[src/rtl/tcm_inst_reader.sv]
// -----------------------------------------------------------------------------
// tcm_inst_reader
//
// Read-back engine for the instruction TCM. A start pulse walks a fixed window
// of WORDS 32-bit words starting at BASE_ADDR. Each word is read through the
// TCM read port and presented on a valid/ready stream with its byte address.
// The first word equal to HALT_INST is recorded as a sticky flag and an
// address. With STOP_ON_HALT set, the dump also ends at that word.
//
// Ports
//   clk_i          clock, rising edge
//   rst_ni         asynchronous active-low reset
//   start_i        one-cycle dump request (ignored while busy)
//   mem_rd_o       TCM read strobe
//   mem_addr_o     TCM byte address (0 when no read is issued)
//   mem_data_i     TCM read data, valid the cycle after mem_rd_o
//   out_valid_o    output word valid
//   out_ready_i    consumer ready
//   out_data_o     instruction word
//   out_addr_o     byte address of out_data_o
//   out_last_o     final word of the dump
//   busy_o         dump in progress
//   done_o         one-cycle pulse after the final handshake
//   halt_found_o   sticky: a halt word was seen in this dump
//   halt_addr_o    address of the first halt word
//
// State table
//   S_IDLE | waiting for start_i; halt result of last dump held
//   S_RD   | TCM read issued for word idx
//   S_WAIT | TCM data returning; captured into the output register
//   S_OUT  | output word presented, waiting for out_ready_i
//   S_DONE | done_o pulse, start_i ignored
// -----------------------------------------------------------------------------
module tcm_inst_reader #(
    parameter logic [31:0] BASE_ADDR    = 32'h0000_0000,
    parameter int unsigned WORDS        = 100,
    parameter logic [31:0] HALT_INST    = 32'h0000_8067,
    parameter bit          STOP_ON_HALT = 1'b0
) (
    input  logic        clk_i,
    input  logic        rst_ni,
    input  logic        start_i,
    output logic        mem_rd_o,
    output logic [31:0] mem_addr_o,
    input  logic [31:0] mem_data_i,
    output logic        out_valid_o,
    input  logic        out_ready_i,
    output logic [31:0] out_data_o,
    output logic [31:0] out_addr_o,
    output logic        out_last_o,
    output logic        busy_o,
    output logic        done_o,
    output logic        halt_found_o,
    output logic [31:0] halt_addr_o
);

    localparam logic [15:0] LAST_IDX = 16'(WORDS - 1);

    typedef enum logic [2:0] {
        S_IDLE,
        S_RD,
        S_WAIT,
        S_OUT,
        S_DONE
    } state_t;

    state_t      state_q;
    state_t      state_d;
    logic [15:0] idx_q;
    logic [31:0] rd_addr;
    logic        is_halt;
    logic        out_valid_q;
    logic [31:0] out_data_q;
    logic [31:0] out_addr_q;
    logic        out_last_q;
    logic        halt_found_q;
    logic [31:0] halt_addr_q;

    // idx is unchanged between RD and WAIT, so the same sum serves as both
    // the read address and the captured word address. Wraps modulo 2^32.
    assign rd_addr = BASE_ADDR + {14'd0, idx_q, 2'b00};
    assign is_halt = (mem_data_i == HALT_INST);

    always_ff @(posedge clk_i or negedge rst_ni) begin
        if (!rst_ni) begin
            state_q <= S_IDLE;
        end else begin
            state_q <= state_d;
        end
    end

    always_comb begin
        state_d = state_q;
        case (state_q)
            S_IDLE: if (start_i) state_d = S_RD;
            S_RD:   state_d = S_WAIT;
            S_WAIT: state_d = S_OUT;
            S_OUT:  if (out_ready_i) state_d = out_last_q ? S_DONE : S_RD;
            S_DONE: state_d = S_IDLE;
            default: state_d = S_IDLE;
        endcase
    end

    always_ff @(posedge clk_i or negedge rst_ni) begin
        if (!rst_ni) begin
            idx_q        <= 16'd0;
            out_valid_q  <= 1'b0;
            out_data_q   <= 32'd0;
            out_addr_q   <= 32'd0;
            out_last_q   <= 1'b0;
            halt_found_q <= 1'b0;
            halt_addr_q  <= 32'd0;
        end else begin
            case (state_q)
                S_IDLE: begin
                    if (start_i) begin
                        idx_q        <= 16'd0;
                        halt_found_q <= 1'b0;
                        halt_addr_q  <= 32'd0;
                    end
                end
                S_WAIT: begin
                    out_valid_q <= 1'b1;
                    out_data_q  <= mem_data_i;
                    out_addr_q  <= rd_addr;
                    out_last_q  <= (idx_q == LAST_IDX) || (STOP_ON_HALT && is_halt);
                    // Only the first halt of a dump is recorded.
                    if (is_halt && !halt_found_q) begin
                        halt_found_q <= 1'b1;
                        halt_addr_q  <= rd_addr;
                    end
                end
                S_OUT: begin
                    if (out_ready_i) begin
                        out_valid_q <= 1'b0;
                        out_last_q  <= 1'b0;
                        if (!out_last_q) idx_q <= idx_q + 16'd1;
                    end
                end
                default: ;
            endcase
        end
    end

    assign mem_rd_o     = (state_q == S_RD);
    assign mem_addr_o   = mem_rd_o ? rd_addr : 32'd0;
    assign busy_o       = (state_q != S_IDLE);
    assign done_o       = (state_q == S_DONE);
    assign out_valid_o  = out_valid_q;
    assign out_data_o   = out_data_q;
    assign out_addr_o   = out_addr_q;
    assign out_last_o   = out_last_q;
    assign halt_found_o = halt_found_q;
    assign halt_addr_o  = halt_addr_q;

endmodule
[config.mk]
export PLATFORM = sky130hd
export DESIGN_NAME = tcm_inst_reader
export DESIGN_NICKNAME = d
export VERILOG_FILES = /design/src/rtl/tcm_inst_reader.sv
export SDC_FILE = /design/constraint.sdc
export NUM_CORES = 1
export LEC_CHECK = 0
export ABC_CLOCK_PERIOD_IN_PS = 3780
export BUFFER_PORTS_ARGS = -buffer_cell sky130_fd_sc_hd__clkbuf_2
export CAP_MARGIN = 5
export CORE_ASPECT_RATIO = 0.8
export CORE_UTILIZATION = 44
export DETAILED_ROUTE_END_ITERATION = 8
export GPL_ROUTABILITY_DRIVEN = 0
export PLACE_DENSITY = 0.84
export SLEW_MARGIN = 30
export SYNTH_ARGS = -nofsm -noshare
export SYNTH_HDL_FRONTEND = slang
export SYNTH_SLANG_ARGS = --single-unit
[constraint.sdc]
create_clock -name clk_i -period 3.78 [get_ports clk_i]
set_clock_uncertainty 0.2 [all_clocks]
set_input_delay 0.567 -clock clk_i [delete_from_list [all_inputs] [get_ports clk_i]]
set_output_delay 0.567 -clock clk_i [all_outputs]
set_load 0.005 [all_outputs]
## After elaboration in Yosys (flattened, before gate mapping)

Index checks and enable logic that the tools add are counted.

- Reductions and logical operators: 11
- $lt $le $gt $ge: 0
- Shift operators: 0
- Divide/modulo/power cells: 0
- Add/subtract/negate cells: 1
- Equality and inequality tests: 10
- Bitwise logic cells: 0
- Multiply operators: 0
- Muxes and demuxes: 18

Operators by type and width:

| operator | count |
|---|---|
| $mux W32 | 2 |
| $pmux W32 S2 | 1 |
| $mux W16 | 3 |
| $eq A32 B16 Y1 const B | 1 |
| $pmux W16 S2 | 1 |
| $mux W18 | 1 |
| $add A16 B1 Y16 const B | 1 |
| $eq A16 B7 Y1 const B | 1 |
| $pmux W3 S4 | 1 |
| $mux W3 | 3 |
| $ne A2 B2 Y1 const B | 4 |
| $eq A3 B2 Y1 const B | 2 |
| $pmux W1 S2 | 3 |
| $reduce_bool A2 Y1 | 3 |
| $reduce_and A2 Y1 | 2 |
| $reduce_and A4 Y1 | 1 |
| $eq A3 B1 Y1 const B | 1 |
| $eq A3 B3 Y1 const B | 1 |
| $logic_not A3 Y1 | 1 |
| $mux W1 | 3 |
| $reduce_and A3 Y1 | 1 |
| $reduce_bool A3 Y1 | 1 |
| $logic_and A1 B1 Y1 | 1 |
| $logic_not A1 Y1 | 1 |

- Output and inout port bits: 134
- Logic and storage cells: 48
- Bits in read-only memories: 0
- Memory bits (writable): 0
- Flip-flop bits (word level): 102
- Memories kept: 0
- Bits of input ports: 36
- Bits in latches: 0

## Longest topological paths before layout

Gate-level depths: netlist (run 1).

- Depth in word-level cells: 4
- Depth in mapped cells: 8
- Gate-level depth less buffers: 5

## Least setup slack after synthesis (run 1)

OpenSTA, ideal clock, no wires.

- Kind: register to output
- Start: reg state_q[0]
- End: out mem_addr_o[10]
- Slack: 1503 ps
- Buffers on the path: 2
- Required time: 3013 ps
- Data arrival time: 1510 ps
- Cell stages (with the launch flop): 5
- Cell sequence: dfrtp_1 -> clkbuf_1 -> nor3b_1 -> clkbuf_1 -> and2_1

- Longest elaborated chain between the ends: 2

RTL lines:

| what | line | RTL |
|---|---|---|
| from (decl) | 67 | `state_t state_q;` |
| from (signal assigned) | 88 | `state_q <= state_d;` |
| $eq A3 B1 Y1 | 145 | `assign mem_rd_o = (state_q == S_RD);` |
| net mem_rd_o | 43 | `output logic mem_rd_o,` |
| $mux W18 | 146 | `assign mem_addr_o = mem_rd_o ? rd_addr : 32'd0;` |
| to (decl) | 44 | `output logic [31:0] mem_addr_o,` |

The timed path passes the listed nets, and every way through them passes these cells.

## Worst setup path after layout (run 1)

- Start: reg state_q[0]
- End: out mem_addr_o[3]

- Longest elaborated chain between the ends: 2

RTL lines:

| what | line |
|---|---|
| $eq A3 B1 Y1 | 145 |
| $mux W18 | 146 |

Every way passes these cells.

==> out/metrics.yaml, run 1 <==
critical_path:
  max_stage_delay_ps: 600
  path_class: "flip-flop to output port"
  path_cells: "nor3b_1 > buf_4 > and2_1 > clkbuf_2"
  critical_path_arrival_ps: 1680
  cp.required_ps: 3010
  cp-start-kind: "flip-flop"
  critPathCaptureType: "output port"
  crit_path_max_fanout: 17
  path_delay_family: "flip-flops"
  cp_slowest_cell: "dfrtp_1"
  cp_num_buf_inv: 2
clock_network:
  clock_latency_ps: 330
  holdBufCountCts: 0
  ctsLongestPathBuffers: 2
  clock_sinks: 86
  cts-root-buf: "clkbuf_16"
  clk_pin_slew_worst_paths_ps: 70
  cts_setup_buffers: 0
  numCtsBuffers: 9
  ctsResizeCount: 0
  htreeDepth: 3
  cts_tree: "yes"
global_routing:
  grt.overflow.total: 0
  grt_max_degree: 87
  grt_pass1_vias: 3113
  antenna_found_initial: 0
  track_usage_pct: 19.7
  grt_first_pass_wirelength_um: 15400
power_and_ir_drop:
  worst_ir_drop_vdd_mv: 0.326
  clockPowerShare_pct: 24.1
  p_leak_nw: 2.62
  power_frac_comb_pct: 31.2
  p_switching_mw: 1.25
  switching_share_pct: 37.2
  p_seq_share_pct: 44.7
  internal-power_mw: 2.11
  power_density_mw_per_mm2: 680
synth:
  synth_cell_types: 44
  synthTopCellsByCount: "nand2_1, dfrtp_1, buf_4"
  syn_area_mm2: 0.00415
  synth-edff-count: 0
  netlist_instances: 459
  yosysMostFrequentCell: "nand2_1"
  syn_area_per_cell_um2: 9.05
  async_flop_share_pct: 100
  ys.flop_type: "dfrtp_1"
  yosys.area.top_type_share_pct: 51.8
  ys_seq_area_share_pct: 51.8
  synth_area_leaders: "dfrtp_1, nand2_1, buf_4"
  synth-seq-cells: 86
  netlist.top_cell.by_area: "dfrtp_1"
  yosysWarningCount: 0
detailed_routing:
  vias: 3450
  ant_nets: 0
  routed_via_density: 4.98
  drtIter0Drc: 261
  post-route-drc-count: 0
  dr.pass1.iters: 4
  routed_wl_um: 9960
  post_drt_wl_per_cell_um: 14.4
hold_path:
  holdCritPathClass: "input pin to asynchronous set/reset pin"
die:
  dieArea_mm2: 0.00984
  die_x_um: 111
  initial_core_util_pct: 45.6
  dieHeight_um: 88.9
  rows: 31
  coreArea_mm2: 0.00911
  io_pins: 170
finish:
  drive_gt1_share_pct: 25.4
  areaGrowthSynthToFinish_pct: 19.1
  nets: 610
  antennaDiodeCount: 0
timing:
  rsz0062_at_grt: "no"
  slew_viol_final: 0
  tightestPinTransition_ps: 774
  max_slew_margin_pct: 48.4
  layout_setup_ws_ps: 1330
  finalCritPeriodShare_pct: 64.8
  finalHoldViolCount: 0
  setup_viol: 0
  fmax_mhz: 408
  min_period_ps: 2450
  tns_ps: 0
placement:
  port-buffer-count: 121
  pre_cts_slack_ps: 1240
  hpwlAfterDp_um: 7060
outcome:
  outcome: "finished clean"
job:
  max-cap-violations: 0
[logic make-up after synthesis]
kind of cell,after synthesis,share of synthesized area [%]
buffers and inverters,76,11.7
XOR/XNOR,4,0.843
AO/OA/AOI/OAI,35,5.09
flip-flops,86,51.8
multiplexers,17,4.13
AND/OR/NAND/NOR,239,26.1
other,1,0.0903
adder cells (fa/ha/maj),1,0.301
[routing by layer]
| layer | up-vias | global-route usage [%] | share of wire, % |
|---|---|---|---|
| met5 | - | 0 | 0 |
| met4 | 0 | 7.88 | 1.6 |
| met3 | 16 | 5.15 | 5.2 |
| met2 | 124 | 30.7 | 48 |
| met1 | 1681 | 26.7 | 45 |
| li1 | 1629 | - | - |
[power groups by stage]
| stage | Sequential [mW] | Combinational [mW] | Clock, mW |
|---|---|---|---|
| 2_1_floorplan | 1.45 | 0.633 | 0 |
| 3_3_place_gp | 1.49 | 1.02 | 0 |
| 3_5_place_dp | 1.51 | 1.06 | 0 |
| 4_1_cts | 1.49 | 1.06 | 0.824 |
| 5_1_grt | 1.54 | 1.20 | 0.872 |
| 6_report | 1.50 | 1.05 | 0.810 |
[through the flow]
stage	utilization, %	power (mW)	hold slack [ps]	instance area, µm²	cells
after global routing	54.3	3.61	122	4950	693
after detailed placement	51.3	2.57	261	4670	677
final	54.3	3.36	76.0	4950	693
after floorplan	-	2.09	71.4	4330	506
after global placement	51.2	2.51	257	4670	677
after CTS	54.3	3.38	113	4950	693
[cell usage in the layout (no fill, tap or decap), drive strengths merged, types with 7 or more instances in the layout]
| master | n |
|---|---|
| dfrtp | 86 |
| and2 | 16 |
| nor4 | 7 |
| mux2i | 16 |
| conb | 48 |
| a21oi | 12 |
| or3 | 9 |
| clkbuf | 129 |
| o21ai | 10 |
| nand2 | 167 |
| inv | 7 |
[sequential cells by signal, summed over array words and instances (netlist names)]
register      cells
idx_q            16
state_q           3
out_last_o        1
halt_found_o      1
out_addr_o       16
out_valid_o       1
halt_addr_o      16
out_data_o       32
[worst paths after layout]
| kind | startpoint | endpoint | slack (ps) | cells after the start |
|---|---|---|---|---|
| min | rst_ni | out_data_o[23] | 80 | 1 |
| max in group asynchronous | rst_ni | idx_q[8] | 2770 | 1 |
| max | state_q[0] | mem_addr_o[3] | 1330 | 4 |
| min in group clk_i | mem_data_i[20] | out_data_o[20] | 240 | 3 |
| max reg2reg | state_q[0] | idx_q[15] | 1340 | 4 |
| min reg2reg | out_data_o[23] | out_data_o[23] | 280 | 2 |
[cell type report]
class                           instances  area (µm²)
Inverter                                6        22.5
Tap cell                              115         144
Clock buffer                            9         225
Sequential cell                        86        2150
Timing Repair Buffer                  126         649
Clock inverter                          7        48.8
Multi-Input combinational cell        344        1700
Fill cell                             816        4170
(Power assumes the default switching activity.)
==> run 2, diff against run 1 <==
--- a/config.mk
+++ b/config.mk
@@ -5,14 +5,14 @@
 export SDC_FILE = /design/constraint.sdc
 export NUM_CORES = 1
 export LEC_CHECK = 0
-export ABC_CLOCK_PERIOD_IN_PS = 3780
+export ABC_CLOCK_PERIOD_IN_PS = 2250
 export BUFFER_PORTS_ARGS = -buffer_cell sky130_fd_sc_hd__clkbuf_2
 export CAP_MARGIN = 5
 export CORE_ASPECT_RATIO = 0.8
 export CORE_UTILIZATION = 44
 export DETAILED_ROUTE_END_ITERATION = 8
 export GPL_ROUTABILITY_DRIVEN = 0
-export PLACE_DENSITY = 0.84
+export PLACE_DENSITY = 0.87
 export SLEW_MARGIN = 30
 export SYNTH_ARGS = -nofsm -noshare
 export SYNTH_HDL_FRONTEND = slang
==> constraint.sdc (replaced) <==
create_clock -name clk_i -period 2.25 [get_ports clk_i]
set_clock_uncertainty 0.2 [all_clocks]
set_input_delay 0.3375 -clock clk_i [delete_from_list [all_inputs] [get_ports clk_i]]
set_output_delay 0.3375 -clock clk_i [all_outputs]
set_load 0.005 [all_outputs]
==> run 2 against run 1 <==
  * Critical path type unchanged
  * Non-clock buffer count increased by 13
  * Critical path depth rose by 1
  * First-iteration DRC count decreased by 3.4%
  * Sequential share of layout area down 1.4 points
  * Core utilization up 1.8 points
  * Die area is the same
  * Total power grew 74%
==> out/metrics.yaml, run 2 (synthesis gave the netlist of run 1 again) <==
clock_network:
  cts-root-buf: "clkbuf_16"
  htreeDepth: 3
  ctsLongestPathBuffers: 2
  clock_latency_ps: 330
  cts_tree: "yes"
  cts_setup_buffers: 0
  numCtsBuffers: 9
  clock_sinks: 86
  clk_pin_slew_worst_paths_ps: 60
timing:
  layout_setup_ws_ps: 71.1
  max_slew_margin_pct: 53.4
  setup_viol: 0
  finalHoldViolCount: 0
  tightestPinTransition_ps: 697
  fmax_mhz: 459
  finalCritPeriodShare_pct: 96.8
  min_period_ps: 2180
  slew_viol_final: 0
  rsz0062_at_grt: "no"
die:
  coreArea_mm2: 0.00911
  rows: 31
  dieHeight_um: 88.9
  io_pins: 170
  dieArea_mm2: 0.00984
  die_x_um: 111
  initial_core_util_pct: 45.6
detailed_routing:
  dr.pass1.iters: 4
  drtIter0Drc: 252
  vias: 3504
  routed_via_density: 4.96
  post-route-drc-count: 0
  ant_nets: 0
  post_drt_wl_per_cell_um: 14.2
  routed_wl_um: 10000
critical_path:
  critical_path_arrival_ps: 1640
  critPathCaptureType: "output port"
  cp-start-kind: "flip-flop"
  crit_path_max_fanout: 17
  path_class: "flip-flop to output port"
  cp.required_ps: 1710
global_routing:
  grt_max_degree: 50
  grt_pass1_vias: 3122
  grt_first_pass_wirelength_um: 15500
  grt.overflow.total: 0
  antenna_found_initial: 0
  track_usage_pct: 19.8
power_and_ir_drop:
  worst_ir_drop_vdd_mv: 0.750
  power_density_mw_per_mm2: 1140
  p_leak_nw: 2.70
finish:
  antennaDiodeCount: 0
  nets: 623
  largest_register_ffs: 32
  drive_gt1_share_pct: 27.4
  layout_common_cells: "nand2_1, clkbuf_2, dfrtp_1"
  final_common_cell: "nand2_1"
  areaGrowthSynthToFinish_pct: 23.1
  design_area_mm2: 0.00511
placement:
  port-buffer-count: 121
  hpwlAfterDp_um: 7370
  pre_cts_slack_ps: -3.41
  dpl_cell_area_mm2: 0.00478
job:
  max-cap-violations: 0
hold_path:
  holdCritPathClass: "input pin to flip-flop"
outcome:
  outcome: "finished clean"
## run 2: cell count changes in the layout (fill, tap and decap cells not counted), moves of 2 or more
| cell | change |
|---|---|
| clkinv_2 | -3 |
| buf_4 | +10 |
| dfrtp_1 | -2 |
| dfrtp_2 | +2 |
| buf_12 | +2 |
## run 2: where the power goes
group	total (mW)	internal, mW	leakage [nW]	switching [mW]
clock	1.48	0.868	0.139	0.611
sequential	2.48	2.07	1.12	0.407
combinational	1.88	0.790	1.44	1.09
## run 2: repair_timing
item	CTS	global route
endpoints found under the hold margin	38	0
pin swaps	0	1
endpoints found under the setup margin	4	31
resized for setup	1	5
hold buffers	1	0
## run 2: through the flow
stage / utilization (%) / power (mW) / TNS [ps] / hold slack (ps) / std cells
floorplan: - / 3.50 / 0 / -158 / 506
global placement: 52.5 / 4.26 / 0 / 131 / 689
detailed placement: 52.5 / 4.37 / -3.41 / 143 / 689
CTS: 56.0 / 5.86 / 0 / 7.31 / 706
global route: 56.1 / 6.24 / 0 / 14.8 / 706
finish: 56.1 / 5.83 / 0 / 12.7 / 706
## run 2: area by class of cell
class | instances | area, µm²
clock buffer | 10 | 229
clock inverter | 6 | 71.3
timing repair buffer | 139 | 774
inverter | 6 | 22.5
sequential | 86 | 2150
fill | 797 | 4000
tap | 115 | 144
multi-input combinational | 344 | 1720
## run 2: worst paths after layout
check                                     from        endpoint  slack, ps  cells past startpoint
worst max-delay path                state_q[2]  mem_addr_o[15]         70                      5
worst max register to register      state_q[1]       idx_q[10]         90                      4
worst min register to register  out_data_o[23]  out_data_o[23]        270                      2
worst min-delay path             mem_data_i[5]   out_data_o[5]         10                      3
min in group asynchronous               rst_ni  out_data_o[24]        310                      2
max in group asynchronous               rst_ni      state_q[2]        880                      3
## run 2: critical path, stage by stage, from the launching register on
cell      delay (ps)
dfrtp_2          480
buf_6            160
nor3b_1          170
buf_4            220
and2_1           160
clkbuf_2         110
## run 2: metal layers
metal	up-vias	track usage, %	part of all wire (%)
li1	1663	-	-
met1	1678	27.1	44
met2	144	31.7	49
met3	19	5.08	6.0
met4	0	5.58	1.5
met5	-	0	0
